--- src/rtl/input_conditioner_if.sv ---
// ----------------------------------------------------------------------------
// input_conditioner_if
//   Groups the raw board inputs and the conditioned outputs of the DE10-Lite
//   input front end.
//   master : drives raw SW/KEY, receives the conditioned levels and pulses
//   slave  : the conditioner itself
//   Signals:
//     SW          [N_SW]   raw slide switches, 1 = up
//     KEY         [N_KEY]  raw push-buttons, active-low
//     SW_DB       [N_SW]   debounced switch levels
//     KEY_DB      [N_KEY]  debounced key levels, 1 = pressed
//     KEY_PRESS   [N_KEY]  one-cycle pulse on press (and on auto-repeat)
//     KEY_RELEASE [N_KEY]  one-cycle pulse on release
// ----------------------------------------------------------------------------
interface input_conditioner_if #(
    parameter int N_SW  = 10,
    parameter int N_KEY = 2
);
    logic [N_SW-1:0]  SW;
    logic [N_KEY-1:0] KEY;
    logic [N_SW-1:0]  SW_DB;
    logic [N_KEY-1:0] KEY_DB;
    logic [N_KEY-1:0] KEY_PRESS;
    logic [N_KEY-1:0] KEY_RELEASE;

    modport master (
        output SW, KEY,
        input  SW_DB, KEY_DB, KEY_PRESS, KEY_RELEASE
    );

    modport slave (
        input  SW, KEY,
        output SW_DB, KEY_DB, KEY_PRESS, KEY_RELEASE
    );
endinterface

--- src/rtl/input_conditioner.sv ---
// ----------------------------------------------------------------------------
// input_conditioner
//   Synchronises and debounces the DE10-Lite slide switches and push-buttons,
//   turns the active-low KEY pins into active-high "pressed" levels and emits
//   one-cycle press/release pulses for the downstream display stage.
//
//   Ports:
//     MAX10_CLK1_50  in   50 MHz system clock
//     RESET_N        in   asynchronous active-low reset
//     io             slave modport of input_conditioner_if (SW, KEY in;
//                    SW_DB, KEY_DB, KEY_PRESS, KEY_RELEASE out)
//
//   Optional feature: define KEY_REPEAT_EN to add per-key auto-repeat
//   (first repeat REPEAT_DELAY cycles after the press, then every
//   REPEAT_PERIOD cycles). Without it the REPEAT_* parameters are unused.
// ----------------------------------------------------------------------------
module input_conditioner #(
    parameter int N_SW            = 10,
    parameter int N_KEY           = 2,
    parameter int SYNC_STAGES     = 2,        // 2..4
    parameter int DEBOUNCE_CYCLES = 1000000,  // >= 2
    parameter int REPEAT_DELAY    = 25000000,
    parameter int REPEAT_PERIOD   = 5000000
) (
    input  logic              MAX10_CLK1_50,
    input  logic              RESET_N,
    input_conditioner_if.slave io
);
    // Switches occupy the low bits, keys the high bits of one conditioned
    // vector, so every bit goes through the identical sync/debounce path.
    localparam int NB = N_SW + N_KEY;
    localparam int CW = $clog2(DEBOUNCE_CYCLES);
    localparam logic [CW-1:0] CNT_LAST = CW'(DEBOUNCE_CYCLES - 1);

    // Key bits: sync flops idle high and are inverted after synchronising.
    localparam logic [NB-1:0] KEY_MASK = {{N_KEY{1'b1}}, {N_SW{1'b0}}};

    logic [NB-1:0]                  raw_in;
    logic [NB-1:0][SYNC_STAGES-1:0] sync_q;
    logic [NB-1:0][CW-1:0]          cnt_q;
    logic [NB-1:0]                  synced;
    logic [NB-1:0]                  db_q;
    logic [NB-1:0]                  db_d;
    logic [N_KEY-1:0]               key_rise;
    logic [N_KEY-1:0]               key_fall;
    logic [N_KEY-1:0]               press_q;
    logic [N_KEY-1:0]               release_q;

    assign raw_in = {io.KEY, io.SW};

    // ------------------------------------------------------------------
    // Debounce: the output only moves on the edge where the count of
    // consecutive disagreeing samples completes; any agreeing sample
    // restarts the count.
    // ------------------------------------------------------------------
    always_comb begin
        synced = '0;
        db_d   = db_q;
        for (int b = 0; b < NB; b++) begin
            synced[b] = sync_q[b][SYNC_STAGES-1] ^ KEY_MASK[b];
            if ((synced[b] != db_q[b]) && (cnt_q[b] == CNT_LAST))
                db_d[b] = synced[b];
        end
    end

    always_ff @(posedge MAX10_CLK1_50 or negedge RESET_N) begin
        if (!RESET_N) begin
            for (int b = 0; b < NB; b++) begin
                sync_q[b] <= {SYNC_STAGES{KEY_MASK[b]}};
                cnt_q[b]  <= '0;
            end
            db_q <= '0;
        end else begin
            for (int b = 0; b < NB; b++) begin
                sync_q[b] <= {sync_q[b][SYNC_STAGES-2:0], raw_in[b]};
                if ((synced[b] == db_q[b]) || (cnt_q[b] == CNT_LAST))
                    cnt_q[b] <= '0;
                else
                    cnt_q[b] <= cnt_q[b] + CW'(1);
            end
            db_q <= db_d;
        end
    end

    // Edges are taken from the next-state value so the pulse flops rise on
    // the same clock edge as KEY_DB.
    always_comb begin
        key_rise = '0;
        key_fall = '0;
        for (int k = 0; k < N_KEY; k++) begin
            key_rise[k] =  db_d[N_SW+k] & ~db_q[N_SW+k];
            key_fall[k] = ~db_d[N_SW+k] &  db_q[N_SW+k];
        end
    end

`ifdef KEY_REPEAT_EN
    // ------------------------------------------------------------------
    // Auto-repeat: WAIT counts the initial hold delay, RPT the period
    // between repeats. A release in any state wins over a repeat pulse.
    // ------------------------------------------------------------------
    typedef enum logic [1:0] {RS_IDLE, RS_WAIT, RS_RPT} rpt_state_e;

    localparam int RPT_MAX = (REPEAT_DELAY > REPEAT_PERIOD) ? REPEAT_DELAY : REPEAT_PERIOD;
    localparam int RW      = (RPT_MAX > 2) ? $clog2(RPT_MAX) : 1;
    localparam logic [RW-1:0] DELAY_LAST  = RW'(REPEAT_DELAY - 1);
    localparam logic [RW-1:0] PERIOD_LAST = RW'(REPEAT_PERIOD - 1);

    rpt_state_e      rpt_state [N_KEY];
    logic [RW-1:0]   rpt_cnt   [N_KEY];

    always_ff @(posedge MAX10_CLK1_50 or negedge RESET_N) begin
        if (!RESET_N) begin
            press_q   <= '0;
            release_q <= '0;
            for (int k = 0; k < N_KEY; k++) begin
                rpt_state[k] <= RS_IDLE;
                rpt_cnt[k]   <= '0;
            end
        end else begin
            for (int k = 0; k < N_KEY; k++) begin
                press_q[k]   <= key_rise[k];
                release_q[k] <= key_fall[k];
                if (key_fall[k]) begin
                    rpt_state[k] <= RS_IDLE;
                    rpt_cnt[k]   <= '0;
                end else begin
                    case (rpt_state[k])
                        RS_IDLE: begin
                            if (key_rise[k]) begin
                                rpt_state[k] <= RS_WAIT;
                                rpt_cnt[k]   <= '0;
                            end
                        end
                        RS_WAIT: begin
                            if (rpt_cnt[k] == DELAY_LAST) begin
                                press_q[k]   <= 1'b1;
                                rpt_cnt[k]   <= '0;
                                rpt_state[k] <= RS_RPT;
                            end else begin
                                rpt_cnt[k] <= rpt_cnt[k] + RW'(1);
                            end
                        end
                        RS_RPT: begin
                            if (rpt_cnt[k] == PERIOD_LAST) begin
                                press_q[k] <= 1'b1;
                                rpt_cnt[k] <= '0;
                            end else begin
                                rpt_cnt[k] <= rpt_cnt[k] + RW'(1);
                            end
                        end
                        default: begin
                            rpt_state[k] <= RS_IDLE;
                            rpt_cnt[k]   <= '0;
                        end
                    endcase
                end
            end
        end
    end
`else
    always_ff @(posedge MAX10_CLK1_50 or negedge RESET_N) begin
        if (!RESET_N) begin
            press_q   <= '0;
            release_q <= '0;
        end else begin
            press_q   <= key_rise;
            release_q <= key_fall;
        end
    end
`endif

    assign io.SW_DB       = db_q[N_SW-1:0];
    assign io.KEY_DB      = db_q[NB-1:N_SW];
    assign io.KEY_PRESS   = press_q;
    assign io.KEY_RELEASE = release_q;

endmodule

--- src/flat_wrapper.sv ---
// flat-port wrapper written by rule: the top's interface ports become plain ports
module input_conditioner_flat 
#(
    parameter int N_SW            = 10,
    parameter int N_KEY           = 2,
    parameter int SYNC_STAGES     = 2,               
    parameter int DEBOUNCE_CYCLES = 1000000,         
    parameter int REPEAT_DELAY    = 25000000,
    parameter int REPEAT_PERIOD   = 5000000
)
  (MAX10_CLK1_50, RESET_N, io_SW, io_KEY, io_SW_DB, io_KEY_DB, io_KEY_PRESS, io_KEY_RELEASE);
  input_conditioner_if #(.N_SW(N_SW), .N_KEY(N_KEY)) io_i ();
  input  logic MAX10_CLK1_50;
  input  logic RESET_N;
  input wire logic [$bits(io_i.SW)-1:0] io_SW;
  input wire logic [$bits(io_i.KEY)-1:0] io_KEY;
  output wire logic [$bits(io_i.SW_DB)-1:0] io_SW_DB;
  output wire logic [$bits(io_i.KEY_DB)-1:0] io_KEY_DB;
  output wire logic [$bits(io_i.KEY_PRESS)-1:0] io_KEY_PRESS;
  output wire logic [$bits(io_i.KEY_RELEASE)-1:0] io_KEY_RELEASE;
  assign io_i.SW = io_SW;
  assign io_i.KEY = io_KEY;
  assign io_SW_DB = io_i.SW_DB;
  assign io_KEY_DB = io_i.KEY_DB;
  assign io_KEY_PRESS = io_i.KEY_PRESS;
  assign io_KEY_RELEASE = io_i.KEY_RELEASE;
  input_conditioner #(.N_SW(N_SW), .N_KEY(N_KEY), .SYNC_STAGES(SYNC_STAGES), .DEBOUNCE_CYCLES(DEBOUNCE_CYCLES), .REPEAT_DELAY(REPEAT_DELAY), .REPEAT_PERIOD(REPEAT_PERIOD)) u_core (.MAX10_CLK1_50(MAX10_CLK1_50), .RESET_N(RESET_N), .io(io_i));
endmodule
--- config.mk ---
export PLATFORM = sky130hd
export DESIGN_NAME = input_conditioner_flat
export DESIGN_NICKNAME = d
export VERILOG_FILES = /design/src/rtl/input_conditioner_if.sv /design/src/rtl/input_conditioner.sv /design/src/flat_wrapper.sv
export SDC_FILE = /design/constraint.sdc
export NUM_CORES = 1
export LEC_CHECK = 0
export ABC_AREA = 1
export CAP_MARGIN = 20
export CORE_ASPECT_RATIO = 1.4
export CORE_MARGIN = 10
export CORE_UTILIZATION = 50
export CTS_BUF_LIST = sky130_fd_sc_hd__clkbuf_8
export CTS_CLUSTER_SIZE = 14
export DETAILED_ROUTE_END_ITERATION = 10
export PLACE_DENSITY = 0.68
export SKIP_CTS_REPAIR_TIMING = 1
export SYNTH_ARGS = -nofsm -noshare
export SYNTH_HDL_FRONTEND = slang
export SYNTH_SLANG_ARGS = --single-unit
export TNS_END_PERCENT = 5
--- constraint.sdc ---
create_clock -name MAX10_CLK1_50 -period 1.4 [get_ports MAX10_CLK1_50]
set_clock_uncertainty 0.05 [all_clocks]
set_input_delay 0.14 -clock MAX10_CLK1_50 [delete_from_list [all_inputs] [get_ports MAX10_CLK1_50]]
set_output_delay 0.14 -clock MAX10_CLK1_50 [all_outputs]
set_load 0.01 [all_outputs]
* Word level (Yosys, flattened, before mapping)
Index checks and enable logic that the tools add are counted.
Storage, ports and cells: register bits after elaboration 280, output and inout bits 16
Cells by class: bitwise logic cells 10, equality and inequality tests 36, reductions and logical operators 24, muxes and demuxes 14, add/sub/neg operators 12
Operator list (number):
- $add A20 B1 Y20 const B | 12
- $eq A20 B20 Y1 const B | 12
- $mux W20 | 12
- $eq A1 B1 Y1 | 12
- $logic_and A1 B1 Y1 | 12
- $logic_or A1 B1 Y1 | 12
- $ne A1 B1 Y1 | 12
- $not A1 Y1 | 6
- $and A1 B1 Y1 | 4
- $mux W1 | 2

* Depth between registers and ports, before layout
word-level depth 6, depth in mapped cells 9

* Least setup slack after synthesis
OpenSTA, ideal clock, no wires.
kind flip-flop to flip-flop, start point reg u_core.cnt_q[140] (netlist name), end point reg u_core.cnt_q[155] (netlist name), arrival time 1.263 ns, setup slack -0.031 ns, required time 1.232 ns, stages on the path, launching flop included 8, path through dfrtp_1 > ha_1 > nand2_1 > nor2_2 > nand3_2 > nand2_2 > buf_6 > nor2_1
Between the ends: word-level cells in the longest chain between the ends 3, elaborated cells between the ends (all ways) 4, classes of those cells 1 x add/sub; 1 x eq/ne; 1 x mux; 1 x reduce/logical
RTL lines:
- start: declaration | line input_conditioner.sv:40 | logic [NB-1:0][CW-1:0] cnt_q;
- start signal: indexed assignment | line input_conditioner.sv:79 | cnt_q[b] <= cnt_q[b] + CW'(1);
- branches (longest 2 deep; another with $add A20 B1 Y20)
- $mux W20 (*) | line input_conditioner.sv:76 | if ((synced[b] == db_q[b]) || (cnt_q[b] == CNT_LAST))
Every way passes the cells marked *. A chain may end at the register's enable or synchronous reset.

* Final worst setup path
start point reg u_core.cnt_q[140] (netlist name), end point reg u_core.cnt_q[158] (netlist name)
The elaborated chain is that of the path after synthesis.

==> flow_summary_export.csv <==
group,metric,value,unit
critical_path,critPathKind,"reg2reg",
placement,placed_cells,2557,
yosys,yosys_warnings,0,
yosys,synth_commonest_cells,"527 x nor2_1, 482 x nand2_1, 276 x dfrtp_1",
yosys,ys_ff_latch,280,
yosys,synth_top_cell_by_area,"dfrtp_1",
yosys,synthesis.area,15100,um2
route,vias,13100,
critical_path,worstSetupEndpointType,"register",
pwr,peakVddDrop,0.617,mV
critical_path,startpoint_type,"register",
cells_and_area,drive_gt1_share,20.4,%
route,via_per_inst,4.91,
cells_and_area,final-instance-count-excl-fill,2659,
placement,place_congestion,0.919,
timing,grt_setup_unrepaired,"true",
placement,numPortBuffers,29,
status,status,"complete, but fails checks",
critical_path,crit_buf_inv,0,
yosys,synth_edf_count,0,
clock_network,htree_levels,2,
route,wl,32900,um
timing,setup_ws,-50.6,ps
timing,slew_viol_final,0,
cells_and_area,areaGrowthSynthToFinish,24.3,%
yosys,yosys_most_used_dff,"dfrtp_1",
job,max_cap_viol_count,0,
pwr,powerDensity,895,nW/um2
clock_network,insertion_delay,570,ps
timing,final.min_clock_period,1450,ps
route,first_pass_iters,5,
worst_hold_path,hold_class,"in2async",
timing,relSlewSlack,65.3,%
floorplanning,rows,75,
floorplanning,die_w,167,um
clock_network,cts_root_buf,"clkbuf_8",
critical_path,cp.required,1800,ps
timing,post-route-period-util,104,%
clock_network,cts_buffer_depth,3,
timing,worstMarginPinSlew,519,ps
global_routing,grtUsageTotal,17.1,%
placement,place_area,17100,um2
cells_and_area,antenna_cells,0,
cells_and_area,final_cell_area,18800,um2
timing,hold_violations,0,
critical_path,worst_path_max_delay_cell,"dfrtp_1",
global_routing,first_global_vias,12800,
floorplanning,io_pins,30,
route,antenna_left,0,
cells_and_area,fin_nets,2266,
timing,fmax,0.689,GHz
yosys,syn-num-nets,2027,
critical_path,path_cells,"ha_1 -> nand2_1 -> nor2_2 -> nand2_1 -> nor2_4 -> nand3_1 -> nand3_1 -> nor2_1",
clock_network,cts.sinks,280,
pwr,total_power,16.8,mW
critical_path,crit_fanout,4,
cells_and_area,fill_cells,2600,
yosys,ys_types,28,
placement,dp_hpwl,23500,um
clock_network,path_clk_slew,60,ps
route,routedWlPerCell,12.4,um
yosys,synthArstFlopShare,100,%
clock_network,cts_buffers,46,
critical_path,slowest_delay,350,ps
pwr,p_leak,8.54,nW
global_routing,overflow,0,
critical_path,crit_family,"simple AND/OR/NAND/NOR gates",
floorplanning,core-area,29900,um2
yosys,syn_inst,2001,
yosys,netlist_top_cells_area,"dfrtp_1 46%, nor2_1 13%, nand2_1 12%",
yosys,synth.avg_cell_area,7.56,um2
status,violations,"negative setup slack",
clock_network,cts_tree,"built",
yosys,synth_top_cell_area_share,45.6,%
critical_path,worstPathArrival,1850,ps
timing,setup_viol,21,
yosys,yosysMostFrequentCell,"nor2_1",
global_routing,grt_max_degree,45,
route,drt_iter0_markers,768,
global_routing,grt_pass1_wl,56200,um
yosys,yosysSeqAreaShare,46.3,%
floorplanning,fp.dieArea,37700,um2
global_routing,antenna_found_initial,0,
floorplanning,initial_utilization,50.6,%
route,drcViolationCount,0,
floorplanning,die_h,226,um
placement,pre_cts_ws,-45.5,ps
## worst reg2reg max path, cell delays in order, from the launching register on
cell,delay [ps]
dfrtp_1,350
ha_1,170
nand2_1,90
nor2_2,160
nand2_1,170
nor2_4,140
nand3_1,90
nand3_1,70
nor2_1,40
## cell type report
cell class | count | area [um2] | area share (%)
clock inverter | 22 | 176 | 0.938
inverter | 222 | 833 | 4.43
timing repair buffer | 204 | 1760 | 9.35
sequential | 280 | 7050 | 37.5
clock buffer | 60 | 826 | 4.39
tap | 385 | 482 | 2.56
multi-input combinational | 1486 | 7690 | 40.9
## cell usage in the layout, fill, tap and decap left out, types with 24 or more instances in the layout
cell	n
nor2_1	470
nand2_1	468
dfrtp_1	248
inv_1	215
buf_4	153
nand3_1	139
xor2_1	85
nor2_2	71
clkbuf_8	60
xnor2_1	52
nand4_1	30
dfrtp_2	28
nor2_4	26
nand2_2	24
## metal layers
metal  track usage [%]  vias to the layer above  share of wire [%]
met3              3.08                       73                3.5
met5                 0                        -                  0
li1                  -                     6645                  -
met2              31.2                      225                 52
met1              19.5                     6117                 42
met4              5.96                        0                2.7
## report_power, final
part           internal [mW]  leakage [nW]  total, mW  switching, mW
Sequential              8.22          3.78       8.32         0.0992
Clock                   4.39         0.556       7.74           3.35
Combinational          0.332          4.21      0.790          0.458
Total                   12.9          8.54       16.8           3.91
## final timing paths
path | startpoint | endpoint | slack, ps | cells past startpoint
worst min-delay path | RESET_N | u_core.cnt_q[154] | 30 | 2
worst max-delay path | u_core.cnt_q[140] | u_core.cnt_q[158] | -50 | 8
worst min register to register | u_core.sync_q[6] | u_core.sync_q[7] | 300 | 0
worst max register to register | u_core.cnt_q[140] | u_core.cnt_q[158] | -50 | 8
max in group asynchronous | RESET_N | u_core.cnt_q[129] | 680 | 3
min in group MAX10_CLK1_50 | io_SW[0] | u_core.sync_q[0] | 40 | 1
## flip-flops by register name, indices dropped and copies added, names as in the netlist
signal,count
u_core.io.KEY_RELEASE,2
u_core.db_q,12
u_core.cnt_q,240
u_core.sync_q,24
u_core.io.KEY_PRESS,2
## logic make-up (layout without fill, tap and decap cells)
family / after synthesis / after routing / synth area share [%]
simple gates: 1286 / 1286 / 36.3
compound gates: 47 / 47 / 1.77
buf+inv: 235 / 508 / 6.42
xor+xnor: 141 / 141 / 8.16
flops: 280 / 280 / 46.3
fa+ha+maj: 12 / 12 / 0.992
## stage by stage
stage | setup TNS (ps) | hold slack (ps) | util [%]
floorplan | -198 | -206 | -
global placement | -27.9 | 33.9 | 57.1
detailed placement | -867 | 28.8 | 57.1
CTS | -7600 | -599 | 60.4
global route | -10350 | 4.06 | 62.9
finish | -358 | 25.8 | 62.9
Note: power is estimated with default switching activity, not from simulation.
